[src/rtl/card_match_ctrl.sv]
// Game logic for the 4x4 memory game: cursor, pick/compare FSM, mismatch flip-back timer, move/pair counters.
// Optional macro CARD_FAST_FLIP_EN: btn_sel during the mismatch wait flips both cards down on the next edge.
module card_match_ctrl #(
  parameter int unsigned MISMATCH_TICKS = 50000000,
  parameter int unsigned CNT_W          = 26
) (
  input  logic        clk,
  input  logic        rst_n,
  input  logic        new_game_i,
  input  logic [47:0] card_map_i,
  input  logic        btn_up_i,
  input  logic        btn_down_i,
  input  logic        btn_left_i,
  input  logic        btn_right_i,
  input  logic        btn_sel_i,
  output logic [3:0]  cursor_o,
  output logic [15:0] face_up_o,
  output logic [15:0] matched_o,
  output logic [3:0]  pairs_found_o,
  output logic [7:0]  moves_o,
  output logic        busy_o,
  output logic        game_over_o
);

  typedef enum logic [2:0] {
    S_IDLE          = 3'd0,
    S_ONE_UP        = 3'd1,
    S_CHECK         = 3'd2,
    S_MISMATCH_WAIT = 3'd3,
    S_WIN           = 3'd4
  } state_t;

  localparam logic [CNT_W-1:0] TIMER_LAST = CNT_W'(MISMATCH_TICKS - 1);

  state_t           state_q, state_d;
  logic [3:0]       cursor_q, cursor_d;
  logic [3:0]       first_q, first_d;
  logic [3:0]       second_q, second_d;
  logic [3:0]       pairs_q, pairs_d;
  logic [15:0]      face_up_q, face_up_d;
  logic [15:0]      matched_q, matched_d;
  logic [7:0]       moves_q, moves_d;
  logic [47:0]      map_q, map_d;
  logic [CNT_W-1:0] timer_q, timer_d;
  logic             busy_q, busy_d;
  logic             game_over_q, game_over_d;

  logic             sel_ok;
  logic [2:0]       id_first, id_second;
  logic             flip_back;

  assign sel_ok    = btn_sel_i && !face_up_q[cursor_q] && !matched_q[cursor_q];
  assign id_first  = map_q[{2'b00, first_q} * 6'd3 +: 3];
  assign id_second = map_q[{2'b00, second_q} * 6'd3 +: 3];

`ifdef CARD_FAST_FLIP_EN
  assign flip_back = (timer_q == TIMER_LAST) || btn_sel_i;
`else
  assign flip_back = (timer_q == TIMER_LAST);
`endif

  always_comb begin
    state_d   = state_q;
    cursor_d  = cursor_q;
    first_d   = first_q;
    second_d  = second_q;
    pairs_d   = pairs_q;
    face_up_d = face_up_q;
    matched_d = matched_q;
    moves_d   = moves_q;
    map_d     = map_q;
    timer_d   = timer_q;

    if (new_game_i) begin
      state_d   = S_IDLE;
      cursor_d  = 4'd0;
      first_d   = 4'd0;
      second_d  = 4'd0;
      pairs_d   = 4'd0;
      face_up_d = 16'd0;
      matched_d = 16'd0;
      moves_d   = 8'd0;
      map_d     = card_map_i;
      timer_d   = '0;
    end else begin
      // A select in the same cycle pins the cursor so the pick uses the pre-move position.
      if (!btn_sel_i) begin
        if (btn_up_i)         cursor_d = {cursor_q[3:2] - 2'd1, cursor_q[1:0]};
        else if (btn_down_i)  cursor_d = {cursor_q[3:2] + 2'd1, cursor_q[1:0]};
        else if (btn_left_i)  cursor_d = {cursor_q[3:2], cursor_q[1:0] - 2'd1};
        else if (btn_right_i) cursor_d = {cursor_q[3:2], cursor_q[1:0] + 2'd1};
      end

      case (state_q)
        S_IDLE: begin
          if (sel_ok) begin
            face_up_d[cursor_q] = 1'b1;
            first_d             = cursor_q;
            state_d             = S_ONE_UP;
          end
        end
        S_ONE_UP: begin
          if (sel_ok) begin
            face_up_d[cursor_q] = 1'b1;
            second_d            = cursor_q;
            moves_d             = (moves_q == 8'hFF) ? moves_q : moves_q + 8'd1;
            state_d             = S_CHECK;
          end
        end
        S_CHECK: begin
          if (id_first == id_second) begin
            matched_d[first_q]  = 1'b1;
            matched_d[second_q] = 1'b1;
            pairs_d             = pairs_q + 4'd1;
            state_d             = (pairs_q == 4'd7) ? S_WIN : S_IDLE;
          end else begin
            timer_d = '0;
            state_d = S_MISMATCH_WAIT;
          end
        end
        S_MISMATCH_WAIT: begin
          if (flip_back) begin
            face_up_d[first_q]  = 1'b0;
            face_up_d[second_q] = 1'b0;
            state_d             = S_IDLE;
          end else begin
            timer_d = timer_q + 1'b1;
          end
        end
        S_WIN: begin
          state_d = S_WIN;
        end
        default: begin
          state_d = S_IDLE;
        end
      endcase
    end

    busy_d      = (state_d == S_CHECK) || (state_d == S_MISMATCH_WAIT);
    game_over_d = (state_d == S_WIN);
  end

  always_ff @(posedge clk or negedge rst_n) begin
    if (!rst_n) begin
      state_q     <= S_IDLE;
      cursor_q    <= 4'd0;
      first_q     <= 4'd0;
      second_q    <= 4'd0;
      pairs_q     <= 4'd0;
      face_up_q   <= 16'd0;
      matched_q   <= 16'd0;
      moves_q     <= 8'd0;
      map_q       <= 48'd0;
      timer_q     <= '0;
      busy_q      <= 1'b0;
      game_over_q <= 1'b0;
    end else begin
      state_q     <= state_d;
      cursor_q    <= cursor_d;
      first_q     <= first_d;
      second_q    <= second_d;
      pairs_q     <= pairs_d;
      face_up_q   <= face_up_d;
      matched_q   <= matched_d;
      moves_q     <= moves_d;
      map_q       <= map_d;
      timer_q     <= timer_d;
      busy_q      <= busy_d;
      game_over_q <= game_over_d;
    end
  end

  assign cursor_o      = cursor_q;
  assign face_up_o     = face_up_q;
  assign matched_o     = matched_q;
  assign pairs_found_o = pairs_q;
  assign moves_o       = moves_q;
  assign busy_o        = busy_q;
  assign game_over_o   = game_over_q;

endmodule

[config.mk]
export PLATFORM = sky130hd
export DESIGN_NAME = card_match_ctrl
export DESIGN_NICKNAME = d
export VERILOG_FILES = /design/src/rtl/card_match_ctrl.sv
export SDC_FILE = /design/constraint.sdc
export NUM_CORES = 1
export LEC_CHECK = 0
export BUFFER_PORTS_ARGS = -buffer_cell sky130_fd_sc_hd__buf_2
export CELL_PAD_IN_SITES_DETAIL_PLACEMENT = 1
export CELL_PAD_IN_SITES_GLOBAL_PLACEMENT = 1
export CORE_MARGIN = 8
export CORE_UTILIZATION = 30
export CTS_CLUSTER_DIAMETER = 150
export DETAILED_ROUTE_END_ITERATION = 8
export PLACE_DENSITY = 0.58
export SLEW_MARGIN = 5
export SYNTH_ARGS = -nofsm -noshare
export SYNTH_HDL_FRONTEND = slang
export SYNTH_SLANG_ARGS = --single-unit
[constraint.sdc]
create_clock -name clk -period 3.3 [get_ports clk]
set_clock_uncertainty 0.15 [all_clocks]
set_input_delay 0.33 -clock clk [delete_from_list [all_inputs] [get_ports clk]]
set_output_delay 0.33 -clock clk [all_outputs]
set_load 0.1 [all_outputs]
; ---- Word-level counts from Yosys, hierarchy flattened
; Cells that the tools add are included.
[totals]
ff_bits = 135
latchBits = 0
mem_bits_rw = 0
mem_bits_ro = 0
inputBits = 56
out_inout_bits = 50
memories = 0
[op_classes]
add_sub_neg = 7
n_mul = 2
div = 0
order_cmp = 6
eq_ne = 19
n_shift = 2
n_mux = 46
bitwise_logic = 7
n_reduce_logical = 27
[op_table]
columns = cell, count
row1 = $mux W16, 6
row2 = $shiftx A48 B7 Y3, 2
row3 = $mux W26, 3
row4 = $pmux W26 S2, 1
row5 = $mux W4, 12
row6 = $or A16 B16 Y16, 3
row7 = $and A16 B16 Y16, 2
row8 = $mux W8, 4
row9 = $not A16 Y16, 2
row10 = $pmux W16 S2, 1
row11 = $add A26 B1 Y26 const B, 1
row12 = $eq A26 B26 Y1 const B, 1
row13 = $mux W3, 6
row14 = $lt A4 B5 Y1 const B, 3
row15 = $pmux W3 S5, 1
row16 = $demux W1 S4, 3
row17 = $eq A3 B2 Y1 const B, 4
row18 = $ge A4 B1 Y1 const B, 3
row19 = $mul A4 B2 Y6 const B, 2
row20 = $reduce_bool A3 Y1, 4
row21 = $reduce_bool A2 Y1, 5
row22 = $ne A3 B3 Y1 const B, 3
row23 = $reduce_and A3 Y1, 3
row24 = $add A8 B1 Y8 const B, 1
row25 = 20 further kinds, 40

; ---- Longest topological paths before layout
[depth]
depth_word = 10
depth_mapped = 10
depth_no_buf = 8

; ---- Worst setup path before layout
; No wires, ideal clock.
[synth_path]
kind = register -> register
startpoint = register cursor_q[1] (netlist: cursor_o[1])
endpoint = register first_q[2]
setup_time_ns = 0.132
arrival_time_ns = 2.912
required_ns = 3.018
slack_ns = 0.106
path_stages_with_launch = 10
path_buffers = 3
period_less_slack_ns = 3.194
cell_sequence = dfrtp_1 > buf_4 > mux4_2 > mux4_2 > and3_1 > buf_2 > nand2b_1 > buf_4 > mux2i_1 > nor2_1
[synth_via]
elab_chain_len = 7
word_cells_on_any_way = 10
classes_between = mux (4) / reduce/logical (6)
[synth_rtl]
columns = item, line_no
row1 = "start, declared", 36  ; logic [3:0] cursor_q, cursor_d;
row2 = "start signal, assigned", 159  ; cursor_q <= cursor_d;
row3 = $bmux W1 S4, 52  ; assign sel_ok = btn_sel_i && !face_up_q[cursor_q] && !matched_q[cursor_q];
row4 = $mux W1 (not written as such), 52
row5 = $logic_not A1 Y1, 52
row6 = $logic_and A1 B1 Y1, 52
row7 = $logic_and A1 B1 Y1 *, 52
row8 = $reduce_bool A2 Y1 (no source line) *, --
row9 = $reduce_and A2 Y1 (no source line) *, --
row10 = "end signal, assigned", 160  ; first_q <= first_d;
row11 = "end, declared", 37  ; logic [3:0] first_q, first_d;
; Every way passes the cells marked *; elsewhere a longest branch is shown, timed or not. The select of a mux whose other input is x is not followed.
; A chain may end at the register's enable or synchronous reset.

; ---- Worst setup path after layout
[layout_path]
startpoint = register first_q[1]
endpoint = register busy_q (netlist: busy_o)
[layout_via]
elab_chain_len = 8
word_cells_on_any_way = 9
classes_between = mul (1) / eq/ne (3) / shift (1) / mux (3) / reduce/logical (1)
[layout_rtl]
columns = item, line_no
row1 = $mul A4 B2 Y6 *, 53  ; assign id_first = map_q[{2'b00, first_q} * 6'd3 +: 3];
row2 = $shiftx A48 B7 Y3 *, 53
row3 = $eq A3 B3 Y1 *, 111  ; if (id_first == id_second) begin
row4 = $mux W3 *, 111
row5 = $pmux W3 S5 *, 94  ; case (state_q)
row6 = $mux W3 *, 74  ; if (new_game_i) begin
row7 = $eq A3 B2 Y1, 139  ; busy_d = (state_d == S_CHECK) || (state_d == S_MISMATCH_WAIT);
row8 = $logic_or A1 B1 Y1 *, 139
row9 = net busy_d, 45  ; logic busy_q, busy_d;
row10 = "end signal, assigned", 168  ; busy_q <= busy_d;
row11 = "end, declared", 45
; Mark *: on every way through the listed nets, which the timed path passes. The rest lies on a longest branch.

==> reports/results.ini <==
[floorplan]
die_h_um = 172
design.core.area_sq_um = 24100
ioPinCount = 106
die_x_um = 172
initial_core_util_pct = 30.3
dieArea_sq_um = 29600
num_rows = 57

[placed_design]
place_congestion = 0.845
dp_cells = 1094
hpwlAfterDp_um = 16600
io_buffer_count = 105

[job]
max_cap_viol_count = 0

[setup_path]
startpoint_type = register
critPathBufInv = 1
cp-end-kind = register
path_max_fanout = 17
cpMaxStageDelayCell = dfrtp_1
crit_path_cell_trace = mux4_2 -> a22oi_1 -> nand3_1 -> xor2_1 -> nor4_2 -> buf_4 -> or4_1 -> a21oi_1
crit_cells = 8
critPathTopFamily = flip-flops
critPathArrivalTime_ns = 3.29
max_stage_delay_ns = 0.76
r2r_cells = 8
criticalPathCategory = reg2reg
worstPathRequired_ns = 3.49

[sta]
finalSetupViolations = 0
rsz0062_at_grt = false
slew_headroom_pct = 35.6
min_period_ns = 3.10
max_freq_ghz = 0.323
fin_tns_setup_ns = 0
finalMaxSlewViolations = 0
fin_crit_sh_pct = 94.0
hold_slack_ns = 0.0169
hold_violations = 0
worstMarginPinSlew_ns = 0.963

[cells_and_area]
instances_no_fill = 1168
num_antenna_cells = 0
final_core_util_pct = 38.4
layout_common_cells = dfrtp_1 (135), buf_2 (103), nor2_1 (71)
nNetsFinal = 894
syn2layout_area_growth_pct = 26.9
final_common_cell = dfrtp_1
drive_above_1_share_pct = 31.0

[global_routing]
grt_pass1_vias = 6941
antenna_found_initial = 0
grt_pass1_wl_um = 38700
grt_max_degree = 76
grtUsageTotal_pct = 16.7
grt-ovfl-total = 0

[synth]
synthDominantCellAreaShare_pct = 46.3
syn_nets = 753
netlist_instances = 690
ys_seq_elements = 135
synth_top_area_cell = dfrtp_1
synth_edf_count = 0
avgSynthCellArea_sq_um = 10.6
netlist_area_sq_um = 7300
synthFlopType = dfrtp_1
yosys_warnings = 0
ys_types = 50
ys_seq_area_share_pct = 46.3
synthArstFlopShare_pct = 100
synth.area.top_cells = dfrtp_1 (46%), mux4_2 (8.9%), mux2_2 (7.4%)

[detailed_routing]
drc_errors = 0
drtIter0Drc = 394
drtPass1Iterations = 5
viasPerCell = 5.28
wire_per_inst_um = 20.2
vias = 6171
drt-total-wl_um = 23500
ant_nets = 0

[clock_tree]
cts_buffer_depth = 2
clk_pin_slew_worst_paths_ns = 0.06
clkSinkCount = 135
cts_setup_buffers = 0
numCtsBuffers = 17
cts_tree = built
cts.root.buffer_cell = clkbuf_16
clkLatencyLatePin_ns = 0.42
htreeDepth = 4

[power_and_ir_drop]
ir_worst_vdd_uv = 257
p_leak_nw = 3.83
p_per_area_nw_per_um2 = 496

[hold_path]
min_path_type = in2reg
min_path_cells = 2

[run_status]
outcome = complete, no violations

==> logic make-up after synthesis <==
group	after synthesis	synth area share (%)
simple gates	236	15.6
compound gates	161	14.5
flops	135	46.3
mux	84	17.3
buf+inv	56	3.77
xor+xnor	11	1.32
fa+ha+maj	7	1.20
==> routing by layer <==
layer  vias to the layer above  routed length [um]  GRT usage [%]
met4                         0                 539           6.52
met5                         -                   0              0
met3                        45                 761           2.76
li1                       2829                   -              -
met2                       141               12000           28.2
met1                      3156               10200           21.1
==> where the power goes <==
| group | leakage [nW] | switching, W | internal [W] |
|---|---|---|---|
| Sequential | 1.77 | 0.0000939 | 0.00173 |
| Combinational | 1.75 | 0.000390 | 0.000269 |
| Clock | 0.311 | 0.000767 | 0.00135 |
| Total | 3.83 | 0.00125 | 0.00335 |
==> cell type report <==
cell class                      count  area, sq um
Clock buffer                       21          480
Clock inverter                     11          170
Fill cell                        2723        14800
Inverter                            9         33.8
Multi-Input combinational cell    499         3650
Sequential cell                   135         3380
Tap cell                          324          405
Timing Repair Buffer              169         1140
==> worst register-to-register path: cells and delay by family, from the launching register on <==
kind,cells,cell delay (ns)
flip-flops,1,0.76
buffers and inverters,1,0.20
AO/OA/AOI/OAI,2,0.41
XOR/XNOR,1,0.32
multiplexers,1,0.42
AND/OR/NAND/NOR,3,0.76
==> sequential cells by signal (all words and copies together) (netlist names) <==
name and count:
busy_o 1, cursor_o 4, face_up_o 16, first_q 4
game_over_o 1, map_q 48, matched_o 16, moves_o 8
pairs_found_o 4, second_q 4, state_q 3, timer_q 26
==> synthesized netlist by cell type (all sizes together) (12+ instances only) <==
| library cell | n |
|---|---|
| a31oi | 22 |
| mux2 | 48 |
| o22ai | 16 |
| nand2 | 61 |
| a211oi | 24 |
| dfrtp | 135 |
| mux4 | 29 |
| clkbuf | 25 |
| o21ai | 19 |
| buf | 22 |
| nor2 | 73 |
| a21oi | 54 |
| nand2b | 12 |
| nand3 | 26 |
==> stage by stage <==
stage,power (W),area (sq um),setup WS [ns]
global placement,0.00245,8190,0.227
CTS,0.00465,9260,0.0225
floorplan,0.00225,7300,0.106
detailed placement,0.00248,8190,0.0752
global route,0.00478,9270,0.0491
finish,0.00460,9270,0.199
==> worst paths after layout <==
kind	startpoint	endpoint	slack [ns]
setup reg to reg	first_q[1]	busy_o	0.20
min in group asynchronous	rst_n	timer_q[22]	0.37
hold reg to reg	matched_o[0]	matched_o[0]	0.38
setup / recovery	first_q[1]	busy_o	0.20
hold / removal	card_map_i[41]	map_q[41]	0.02
max in group asynchronous	rst_n	face_up_o[10]	1.90
==> timing repair <==
item / in CTS / in global routing
gates resized for setup: 0 / 1
setup endpoints to repair: 0 / 16
hold buffers: 42 / 0
endpoints found under the hold margin: 109 / 0
Note: power is estimated with default switching activity, not from simulation.
